## src/rtl/display_frame_seq_pkg.sv

```systemverilog
// Shared types and helpers for the visual-crypto frame sequencer.
// DISPLAY_FRAME_SEQ_RNDX_EN selects pairwise xor expansion of the random word.
package display_frame_seq_pkg;

    typedef enum logic [1:0] {
        IDLE  = 2'd0,
        FETCH = 2'd1,
        EMIT  = 2'd2
    } state_e;

    function automatic int nb_rndx(input int n);
        return n * (n - 1) / 2;
    endfunction

    // Lexicographic position of pair (i,j), i<j, among all pairs of n bits
    function automatic int pair_index(input int i, input int j, input int n);
        return i * n - i * (i + 1) / 2 + (j - i - 1);
    endfunction

`ifdef DISPLAY_FRAME_SEQ_RNDX_EN
    localparam int RNDSIZE_DEF = 5;
`else
    localparam int RNDSIZE_DEF = 7;
`endif

endpackage

```

## src/rtl/display_frame_seq_if.sv

```systemverilog
// Random-word input stream and pixel-row output stream of the sequencer.
// master = sequencer side, slave = TRNG/row-driver side.
interface display_frame_seq_if
    import display_frame_seq_pkg::*;
#(
    parameter int RNDSIZE = RNDSIZE_DEF,
    parameter int WIDTH   = 16,
    parameter int HEIGHT  = 8
);
    logic [RNDSIZE-1:0]         rnd;
    logic                       rnd_valid;
    logic                       rnd_ready;
    logic [WIDTH-1:0]           pix_row;
    logic [$clog2(HEIGHT)-1:0]  pix_row_idx;
    logic                       pix_last_row;
    logic                       pix_last_frame;
    logic                       pix_valid;
    logic                       pix_ready;

    modport master (
        input  rnd, rnd_valid, pix_ready,
        output rnd_ready, pix_row, pix_row_idx,
        output pix_last_row, pix_last_frame, pix_valid
    );

    modport slave (
        output rnd, rnd_valid, pix_ready,
        input  rnd_ready, pix_row, pix_row_idx,
        input  pix_last_row, pix_last_frame, pix_valid
    );
endinterface

```

## src/rtl/display_frame_seq_xorexpand.sv

```systemverilog
// Combinational pairwise xor expansion: rndx[k] = rnd[i]^rnd[j], pairs in lexicographic order.
module xorexpand_p
    import display_frame_seq_pkg::*;
#(
    parameter int RNDSIZE = 5,
    parameter int NOUT    = nb_rndx(RNDSIZE)
) (
    input  logic [RNDSIZE-1:0] rnd,
    output logic [NOUT-1:0]    rndx
);
    for (genvar i = 0; i < RNDSIZE; i++) begin : g_i
        for (genvar j = i + 1; j < RNDSIZE; j++) begin : g_j
            localparam int K = pair_index(i, j, RNDSIZE);
            if (K < NOUT) begin : g_out
                assign rndx[K] = rnd[i] ^ rnd[j];
            end
        end
    end
endmodule

```

## src/rtl/segment2pixel.sv

```systemverilog
// Renders a 7-segment glyph onto a WIDTH x HEIGHT bitmap; bit y*WIDTH+x is pixel (x,y).
module segment2pixel #(
    parameter int NB_SEGMENTS = 7,
    parameter int WIDTH       = 16,
    parameter int HEIGHT      = 8
) (
    input  logic [NB_SEGMENTS-1:0]  seg,
    output logic [WIDTH*HEIGHT-1:0] pix
);
    // Segment a..g owning pixel (x,y), or -1 for background
    function automatic int seg_owner(input int x, input int y, input int w, input int h);
        int  lw;
        int  mid;
        bit  hb;
        bit  lc;
        bit  rc;
        lw  = (w / 8 > 0) ? w / 8 : 1;
        mid = h / 2;
        hb  = (x >= lw) && (x < w - lw);
        lc  = (x < lw);
        rc  = (x >= w - lw);
        if (y == 0 && hb)                 return 0;
        if (y > 0 && y < mid && rc)       return 1;
        if (y > mid && y < h - 1 && rc)   return 2;
        if (y == h - 1 && hb)             return 3;
        if (y > mid && y < h - 1 && lc)   return 4;
        if (y > 0 && y < mid && lc)       return 5;
        if (y == mid && hb)               return 6;
        return -1;
    endfunction

    for (genvar y = 0; y < HEIGHT; y++) begin : g_y
        for (genvar x = 0; x < WIDTH; x++) begin : g_x
            localparam int OWN = seg_owner(x, y, WIDTH, HEIGHT);
            if (OWN >= 0 && OWN < NB_SEGMENTS) begin : g_on
                assign pix[y*WIDTH+x] = seg[OWN];
            end else begin : g_off
                assign pix[y*WIDTH+x] = 1'b0;
            end
        end
    end
endmodule

```

## src/rtl/display_frame_seq.sv

```systemverilog
// Visual-crypto frame generator: complementary frame pairs streamed row by row.
// Build option DISPLAY_FRAME_SEQ_RNDX_EN enables xor expansion of the random word.
module display_frame_seq
    import display_frame_seq_pkg::*;
#(
    parameter int NB_SEGMENTS = 7,
    parameter int RNDSIZE     = RNDSIZE_DEF,
    parameter int WIDTH       = 16,
    parameter int HEIGHT      = 8,
    parameter int NB_FRAMES   = 8
) (
    input  logic                   clk,
    input  logic                   rst_n,
    input  logic                   start,
    input  logic                   abort,
    input  logic [NB_SEGMENTS-1:0] msg,
    output logic                   busy,
    output logic                   done,
    display_frame_seq_if.master    io
);
    localparam int RW = $clog2(HEIGHT);
    localparam int FW = $clog2(NB_FRAMES);

    state_e                 state_q, state_d;
    logic [NB_SEGMENTS-1:0] msg_q, msg_d;
    logic [NB_SEGMENTS-1:0] r_q, r_d;
    logic [NB_SEGMENTS-1:0] selseg_q, selseg_d;
    logic [FW-1:0]          frame_q, frame_d;
    logic [RW-1:0]          row_q, row_d;
    logic                   done_q, done_d;
    logic [NB_SEGMENTS-1:0] r_new;

`ifdef DISPLAY_FRAME_SEQ_RNDX_EN
    if (nb_rndx(RNDSIZE) < NB_SEGMENTS) begin : g_chk
        $error("RNDSIZE too small for xor expansion");
    end
    xorexpand_p #(
        .RNDSIZE (RNDSIZE),
        .NOUT    (NB_SEGMENTS)
    ) u_xorexpand (
        .rnd  (io.rnd),
        .rndx (r_new)
    );
`else
    if (RNDSIZE < NB_SEGMENTS) begin : g_chk
        $error("RNDSIZE must be >= NB_SEGMENTS without expansion");
    end
    assign r_new = io.rnd[NB_SEGMENTS-1:0];
`endif

    logic [WIDTH*HEIGHT-1:0] pix;
    logic [WIDTH-1:0]        rows [HEIGHT];

    segment2pixel #(
        .NB_SEGMENTS (NB_SEGMENTS),
        .WIDTH       (WIDTH),
        .HEIGHT      (HEIGHT)
    ) u_s2p (
        .seg (selseg_q),
        .pix (pix)
    );

    for (genvar y = 0; y < HEIGHT; y++) begin : g_rows
        assign rows[y] = pix[y*WIDTH +: WIDTH];
    end

    logic beat, last_row, last_frame, can_start;
    assign beat       = (state_q == EMIT) && io.pix_ready && !abort;
    assign last_row   = (row_q == RW'(HEIGHT - 1));
    assign last_frame = (frame_q == FW'(NB_FRAMES - 1));
    assign can_start  = start && !done_q;

    always_ff @(posedge clk or negedge rst_n) begin
        if (!rst_n) begin
            state_q  <= IDLE;
            msg_q    <= '0;
            r_q      <= '0;
            selseg_q <= '0;
            frame_q  <= '0;
            row_q    <= '0;
            done_q   <= 1'b0;
        end else begin
            state_q  <= state_d;
            msg_q    <= msg_d;
            r_q      <= r_d;
            selseg_q <= selseg_d;
            frame_q  <= frame_d;
            row_q    <= row_d;
            done_q   <= done_d;
        end
    end

    always_comb begin
        state_d = state_q;
        if (abort) begin
            state_d = IDLE;
        end else begin
            unique case (state_q)
                IDLE:    if (can_start) state_d = FETCH;
                FETCH:   if (io.rnd_valid) state_d = EMIT;
                EMIT: begin
                    if (beat && last_row) begin
                        if (last_frame)      state_d = IDLE;
                        else if (frame_q[0]) state_d = FETCH;
                        else                 state_d = EMIT;
                    end
                end
                default: state_d = IDLE;
            endcase
        end
    end

    // Odd frames reuse the pair's word xored with msg, so no refetch bubble
    always_comb begin
        msg_d    = msg_q;
        r_d      = r_q;
        selseg_d = selseg_q;
        frame_d  = frame_q;
        row_d    = row_q;
        done_d   = 1'b0;
        if (abort) begin
            frame_d = '0;
            row_d   = '0;
        end else begin
            unique case (state_q)
                IDLE: begin
                    if (can_start) begin
                        msg_d   = msg;
                        frame_d = '0;
                        row_d   = '0;
                    end
                end
                FETCH: begin
                    if (io.rnd_valid) begin
                        r_d      = r_new;
                        selseg_d = r_new;
                    end
                end
                EMIT: begin
                    if (beat && last_row) begin
                        row_d   = '0;
                        frame_d = frame_q + FW'(1);
                        if (last_frame) begin
                            frame_d = '0;
                            done_d  = 1'b1;
                        end else if (!frame_q[0]) begin
                            selseg_d = r_q ^ msg_q;
                        end
                    end else if (beat) begin
                        row_d = row_q + RW'(1);
                    end
                end
                default: ;
            endcase
        end
    end

    always_comb begin
        busy              = (state_q != IDLE);
        done              = done_q;
        io.rnd_ready      = (state_q == FETCH) && !abort;
        io.pix_valid      = (state_q == EMIT) && !abort;
        io.pix_row        = rows[row_q];
        io.pix_row_idx    = row_q;
        io.pix_last_row   = last_row;
        io.pix_last_frame = last_frame;
    end
endmodule

```

## src/flat_wrapper.sv

```systemverilog
// flat-port wrapper written by rule: the top's interface ports become plain ports
module display_frame_seq_flat import display_frame_seq_pkg::*;
#(
    parameter int NB_SEGMENTS = 7,
    parameter int RNDSIZE     = RNDSIZE_DEF,
    parameter int WIDTH       = 16,
    parameter int HEIGHT      = 8,
    parameter int NB_FRAMES   = 8
)
  (clk, rst_n, start, abort, msg, busy, done, io_rnd, io_rnd_valid, io_pix_ready, io_rnd_ready, io_pix_row, io_pix_row_idx, io_pix_last_row, io_pix_last_frame, io_pix_valid);
  display_frame_seq_if #(.RNDSIZE(RNDSIZE), .WIDTH(WIDTH), .HEIGHT(HEIGHT)) io_i ();
  input  logic clk;
  input  logic rst_n;
  input  logic start;
  input  logic abort;
  input  logic [NB_SEGMENTS-1:0] msg;
  output logic busy;
  output logic done;
  input wire logic [$bits(io_i.rnd)-1:0] io_rnd;
  input wire logic [$bits(io_i.rnd_valid)-1:0] io_rnd_valid;
  input wire logic [$bits(io_i.pix_ready)-1:0] io_pix_ready;
  output wire logic [$bits(io_i.rnd_ready)-1:0] io_rnd_ready;
  output wire logic [$bits(io_i.pix_row)-1:0] io_pix_row;
  output wire logic [$bits(io_i.pix_row_idx)-1:0] io_pix_row_idx;
  output wire logic [$bits(io_i.pix_last_row)-1:0] io_pix_last_row;
  output wire logic [$bits(io_i.pix_last_frame)-1:0] io_pix_last_frame;
  output wire logic [$bits(io_i.pix_valid)-1:0] io_pix_valid;
  assign io_i.rnd = io_rnd;
  assign io_i.rnd_valid = io_rnd_valid;
  assign io_i.pix_ready = io_pix_ready;
  assign io_rnd_ready = io_i.rnd_ready;
  assign io_pix_row = io_i.pix_row;
  assign io_pix_row_idx = io_i.pix_row_idx;
  assign io_pix_last_row = io_i.pix_last_row;
  assign io_pix_last_frame = io_i.pix_last_frame;
  assign io_pix_valid = io_i.pix_valid;
  display_frame_seq #(.NB_SEGMENTS(NB_SEGMENTS), .RNDSIZE(RNDSIZE), .WIDTH(WIDTH), .HEIGHT(HEIGHT), .NB_FRAMES(NB_FRAMES)) u_core (.clk(clk), .rst_n(rst_n), .start(start), .abort(abort), .msg(msg), .busy(busy), .done(done), .io(io_i));
endmodule
```

## config.mk

```make
export PLATFORM = sky130hd
export DESIGN_NAME = display_frame_seq_flat
export DESIGN_NICKNAME = d
export VERILOG_FILES = /design/src/rtl/display_frame_seq_pkg.sv /design/src/rtl/display_frame_seq_if.sv /design/src/rtl/display_frame_seq_xorexpand.sv /design/src/rtl/segment2pixel.sv /design/src/rtl/display_frame_seq.sv /design/src/flat_wrapper.sv
export SDC_FILE = /design/constraint.sdc
export NUM_CORES = 1
export LEC_CHECK = 0
export CORE_ASPECT_RATIO = 0.6
export CORE_UTILIZATION = 52
export DETAILED_ROUTE_END_ITERATION = 8
export PLACE_DENSITY_LB_ADDON = 0.15
export SLEW_MARGIN = 40
export SYNTH_ARGS = -nofsm -noshare
export SYNTH_HDL_FRONTEND = slang
export SYNTH_SLANG_ARGS = --single-unit
```

## constraint.sdc

```tcl
create_clock -name clk -period 4.23 [get_ports clk]
set_input_delay 1.0575 -clock clk [delete_from_list [all_inputs] [get_ports clk]]
set_output_delay 1.0575 -clock clk [all_outputs]
set_load 0.005 [all_outputs]
```

==> impl_metrics.toml, run 1 <==
[routing]
first_pass_iters = 4
drc = 0
ant_nets = 0
drt-total-wl_um = 3320
via_per_inst = 5.32
wl_per_cell_um = 13.8
drtIter0Drc = 105
via_count = 1282

[sta]
final.setup_skew_ns = 0.0125
timing.hold.ws_ns = 0.496
slew_viol_final = 0
finalSetupTns_ns = 0
max_slew_margin = 0.557
rsz0062_at_grt = "false"
period_share = 0.856
setup_viol = 0
hold_violations = 0
timing.final.ws_setup_ns = 0.608
fmax_mhz = 276
final.min_clock_period_ns = 3.62
worst_slew_pin_slew_ns = 0.665

[run_status]
status = "complete, no violations"

[cells_and_area]
layout-drive-gt1-share = 0.111
antennaDiodeCount = 0
nets = 222
areaGrowthSynthToFinish_pct = 25.8
final_area_um2 = 2140
final_cells = 241
fin_util = 0.716

[global_route]
antenna_found_initial = 0
grt_max_degree = 31
gr-total-overflow = 0
grt_util_all_layers = 0.220
grt_pass1_wl_um = 5340
first_global_vias = 1088

[hold_path]
hold_class = "reg -> reg"

[critical_path]
critical_path.startpoint = "abort"
r2r_slack_ns = 2.41
critPathLaunchType = "primary input"
critPathRequiredTime_ns = 3.17
path_class = "in -> out"
cp_slowest_cell = "clkdlybuf4s50_1"
worstPathCellList = "clkdlybuf4s50_1, nor3b_2, clkdlybuf4s50_1"
crit_top_cell = "clkdlybuf4s50_1"
crit_end = "io_pix_valid"
r2r_end = "u_core.selseg_q[1]$_DFFE_PN0P_"
arrival_ns = 2.56
rr_worst_depth = 6
cp-end-kind = "primary output"
worstReg2RegStart = "u_core.frame_q[0]$_DFFE_PN0P_"
slowest_delay_ns = 0.63
cp_max_fo = 11

[floorplan]
fp.dieW_um = 75.8
dieHeight_um = 46.3
num_rows = 15
io_pins = 45
initial_core_util = 0.569
die_area_um2 = 3510
core_um2 = 2980

[clock_network]
cts_resized = 0
clockRootBuffer = "clkbuf_8"
cts_tree = "done"
cts_setup_buffers = 0
clockBufferDepth = 2
holdBufCountCts = 0
h-tree-depth = 2
clk_pin_slew_ns = 0.06
worst_skew_pair.late_latency_ns = 0.29
numCtsBuffers = 5
clock_sinks = 30

[placed_design]
dp_cells = 233
place_ws_ns = 0.625
finalWeightedCongestion = 0.936
portBuffers = 44
post-dp-hpwl_um = 2520
dpl-instance-area_um2 = 2040

[synthesis]
syn_area_per_cell_um2 = 10.2
async_flop_share = 1.00
syn_nets = 190
synth_top_cells_by_area = "dfrtp_1 44%, buf_4 5.7%, mux2_1 4.6%"
synth.distinct_cells = 37
yosys-top-cells-count = "30 x dfrtp_1, 19 x nand2_1, 13 x buf_4"
syn_area_um2 = 1700
ys.flop_type = "dfrtp_1"
synth_top_area_frac = 0.442
synth_edf_count = 0
seq_area_frac_synth = 0.442
synth_cells = 166
yosys.cell_count.top_type = "dfrtp_1"
yosys_warnings = 0
synth-seq-cells = 30
yosysTopAreaCell = "dfrtp_1"

[power_and_ir_drop]
finalPower_mw = 1.27
p_per_area_nw_per_um2 = 595
leakage_nw = 0.901
vdd_ir_drop_max_uv = 371

[job]
drv_cap = 0
## registers in the layout, indices dropped and copies added (netlist names)
| register | cells |
|---|---|
| u_core.done | 1 |
| u_core.frame_q | 3 |
| u_core.io.pix_row_idx | 3 |
| u_core.msg_q | 7 |
| u_core.r_q | 7 |
| u_core.selseg_q | 7 |
| u_core.state_q | 2 |
## layout make-up
| cell class | instances | area (µm²) |
|---|---|---|
| Clock inverter | 1 | 5.00 |
| Inverter | 4 | 15.0 |
| Timing Repair Buffer | 46 | 455 |
| Tap cell | 42 | 52.6 |
| Clock buffer | 7 | 86.3 |
| Multi-Input combinational cell | 111 | 771 |
| Fill cell | 213 | 848 |
| Sequential cell | 30 | 751 |
## routing by layer
metal,share of wire,GRT usage
met5,0,0
met4,0.011,0.0852
met3,0.061,0.0744
met2,0.42,0.310
met1,0.51,0.312
## worst max-delay path, delay by kind of cell
| family | cells | cell delay [ns] |
|---|---|---|
| buffers and inverters | 2 | 1.17 |
| and+or+nand+nor | 1 | 0.33 |
## cells by family (layout without fill, tap and decap cells)
logic type,after synthesis,in the layout,share of synthesized area
XOR/XNOR,7,7,0.0361
flip-flops,30,30,0.442
buffers and inverters,25,58,0.104
multiplexers,15,15,0.0988
adder cells (fa/ha/maj),4,4,0.0295
AO/OA/AOI/OAI,34,34,0.125
AND/OR/NAND/NOR,51,51,0.165
## report_power, final
| group | total (mW) | internal [mW] | switching (mW) |
|---|---|---|---|
| sequential | 0.494 | 0.395 | 0.0988 |
| combinational | 0.540 | 0.321 | 0.218 |
| clock | 0.238 | 0.131 | 0.106 |
## worst min-delay path by stage
stage | startpoint | endpoint | slack [ns] | cells after the start
2_1_floorplan | u_core.selseg_q[0]$_DFFE_PN0P_ | u_core.selseg_q[0]$_DFFE_PN0P_ | 0.45 | 2
3_3_place_gp | u_core.selseg_q[6]$_DFFE_PN0P_ | u_core.selseg_q[6]$_DFFE_PN0P_ | 0.47 | 2
3_5_place_dp | u_core.selseg_q[3]$_DFFE_PN0P_ | u_core.selseg_q[3]$_DFFE_PN0P_ | 0.48 | 2
4_1_cts | u_core.selseg_q[3]$_DFFE_PN0P_ | u_core.selseg_q[3]$_DFFE_PN0P_ | 0.50 | 2
5_1_grt | u_core.selseg_q[0]$_DFFE_PN0P_ | u_core.selseg_q[0]$_DFFE_PN0P_ | 0.52 | 2
6_report | u_core.selseg_q[3]$_DFFE_PN0P_ | u_core.selseg_q[3]$_DFFE_PN0P_ | 0.50 | 2
## placed cells by master (no fill, tap or decap), types with 6 or more instances in the layout
cell type        count
a21oi_1             12
clkbuf_8             6
clkdlybuf4s50_1     44
dfrtp_1             30
mux2_1               7
mux2_2               7
nand2_1             19
nor2_1              12
o21ai_1             12
xnor2_1              7
No activity file was read; power rests on OpenSTA's default activity.
==> run 2: changes to the inputs <==
--- a/config.mk
+++ b/config.mk
@@ -9,7 +9,7 @@
 export CORE_UTILIZATION = 52
 export DETAILED_ROUTE_END_ITERATION = 8
 export PLACE_DENSITY_LB_ADDON = 0.15
-export SLEW_MARGIN = 40
+export SLEW_MARGIN = 20
 export SYNTH_ARGS = -nofsm -noshare
 export SYNTH_HDL_FRONTEND = slang
 export SYNTH_SLANG_ARGS = --single-unit
==> results of run 2 <==
No change in the layout: final DEF, timing and power equal those of run 1.
==> run 3: changes to the inputs <==
--- a/config.mk
+++ b/config.mk
@@ -5,7 +5,6 @@
 export SDC_FILE = /design/constraint.sdc
 export NUM_CORES = 1
 export LEC_CHECK = 0
-export CORE_ASPECT_RATIO = 0.6
 export CORE_UTILIZATION = 52
 export DETAILED_ROUTE_END_ITERATION = 8
 export PLACE_DENSITY_LB_ADDON = 0.15
==> run 3 against run 2 <==
  * Via count fell by 2.3%
  * Sequential share of layout area rose by 0.48 points
  * Power fell by 5.6%
  * Die area fell by 0.22%
  * Maximum frequency rose by 1.1%
  * Clock power fell by 27%
  * Global-route usage fell by 1.6 points
  * Register-to-register slack barely moved
  * Count of clock-buffer cells in the layout did not move
  * Routed wire length fell by 6.0%
  * Critical path type unchanged
  * Largest power group unchanged
==> impl_metrics.toml, run 3 (same netlist as run 1, synthesis figures left out) <==
[clock_network]
holdBufCountCts = 0
h-tree-depth = 2
numCtsBuffers = 5
cts_resized = 0
clk_pin_slew_ns = 0.09
clockRootBuffer = "clkbuf_4"
cts_setup_buffers = 0
cts_tree = "done"
clock_sinks = 30
clockBufferDepth = 2
worst_skew_pair.late_latency_ns = 0.32

[global_route]
gr-total-overflow = 0
grt_max_degree = 31
first_global_vias = 1165
grt_pass1_wl_um = 5110
grt_util_all_layers = 0.205
antenna_found_initial = 0

[sta]
hold_violations = 0
slew_viol_final = 0
fmax_mhz = 279
finalSetupTns_ns = 0
rsz0062_at_grt = "false"
final.setup_skew_ns = 0.0106
period_share = 0.847
worst_slew_pin_slew_ns = 0.667
setup_viol = 0
final.min_clock_period_ns = 3.58
max_slew_margin = 0.555
timing.final.ws_setup_ns = 0.646

[hold_path]
hold_end = "u_core.selseg_q[0]$_DFFE_PN0P_"
min_path_cells = 2
hold_class = "reg -> reg"
min_from = "u_core.selseg_q[0]$_DFFE_PN0P_"

[placed_design]
place_ws_ns = 0.653
finalWeightedCongestion = 0.818
post-dp-hpwl_um = 2350
portBuffers = 44

[power_and_ir_drop]
p_per_area_nw_per_um2 = 570
leakage_nw = 0.888
finalPower_mw = 1.20
vdd_ir_drop_max_uv = 355

[floorplan]
die_area_um2 = 3500
num_rows = 20
core_um2 = 3080
initial_core_util = 0.552
fp.dieW_um = 59.1
dieHeight_um = 59.1
io_pins = 45

[critical_path]
arrival_ns = 2.53
path_class = "in -> out"
worstReg2RegStart = "u_core.frame_q[0]$_DFFE_PN0P_"
cp-end-kind = "primary output"
critical_path.startpoint = "abort"
cp_max_fo = 11
rr_worst_depth = 6
r2r_end = "u_core.selseg_q[1]$_DFFE_PN0P_"
critPathLaunchType = "primary input"
critPathRequiredTime_ns = 3.17
r2r_slack_ns = 2.40

[cells_and_area]
final_common_cell = "clkdlybuf4s50_1"
areaGrowthSynthToFinish_pct = 24.1
final_cell_mix = "44 x clkdlybuf4s50_1, 30 x dfrtp_1, 19 x nand2_1"
layout-drive-gt1-share = 0.111
top_regs = "u_core.msg_q (7), u_core.r_q (7), u_core.selseg_q (7)"
antennaDiodeCount = 0
nets = 222

[routing]
via_per_inst = 5.16
first_pass_iters = 4
drt-total-wl_um = 3120
drc = 0
drtIter0Drc = 26
via_count = 1253
ant_nets = 0
wl_per_cell_um = 12.8

[job]
drv_cap = 0

[run_status]
status = "complete, no violations"
## run 3: power breakdown
group | total, mW | internal, mW | switching (mW)
Sequential | 0.486 | 0.394 | 0.0920
Clock | 0.174 | 0.0805 | 0.0935
Combinational | 0.540 | 0.322 | 0.218
Total | 1.20 | 0.796 | 0.404
## run 3: layout make-up
type,count,area (µm²)
timing repair buffer,46,455
multi-input combinational,111,771
tap,44,55.1
inverter,4,15.0
clock buffer,7,55.1
clock inverter,1,5.00
fill,246,971
sequential,30,751
## run 3: through the flow
stage	cells	utilization	hold WS (ns)	area (µm²)
after floorplan	166	-	0.454	1700
after global placement	235	0.665	0.475	2050
after detailed placement	235	0.665	0.484	2050
after global routing	243	0.685	0.541	2110
after CTS	243	0.685	0.506	2110
final	243	0.685	0.505	2110
## run 3: critical path: stages
cell             delay (ns)
clkdlybuf4s50_1        0.60
nor3b_2                0.32
clkdlybuf4s50_1        0.55
## run 3: worst max path at each step
| stage | slack, ns | endpoint |
|---|---|---|
| 6_report | 0.65 | io_pix_valid |
| 5_1_grt | 0.57 | io_pix_valid |
| 4_1_cts | 0.65 | io_pix_valid |
| 3_5_place_dp | 0.65 | io_pix_valid |
| 3_3_place_gp | 0.71 | io_pix_valid |
| 2_1_floorplan | 1.41 | io_pix_row[10] |
## run 3: metal layers
| layer | share of wire | global-route usage |
|---|---|---|
| met1 | 0.44 | 0.243 |
| met2 | 0.51 | 0.347 |
| met3 | 0.042 | 0.0677 |
| met4 | 0.0048 | 0.0714 |
| met5 | 0 | 0 |
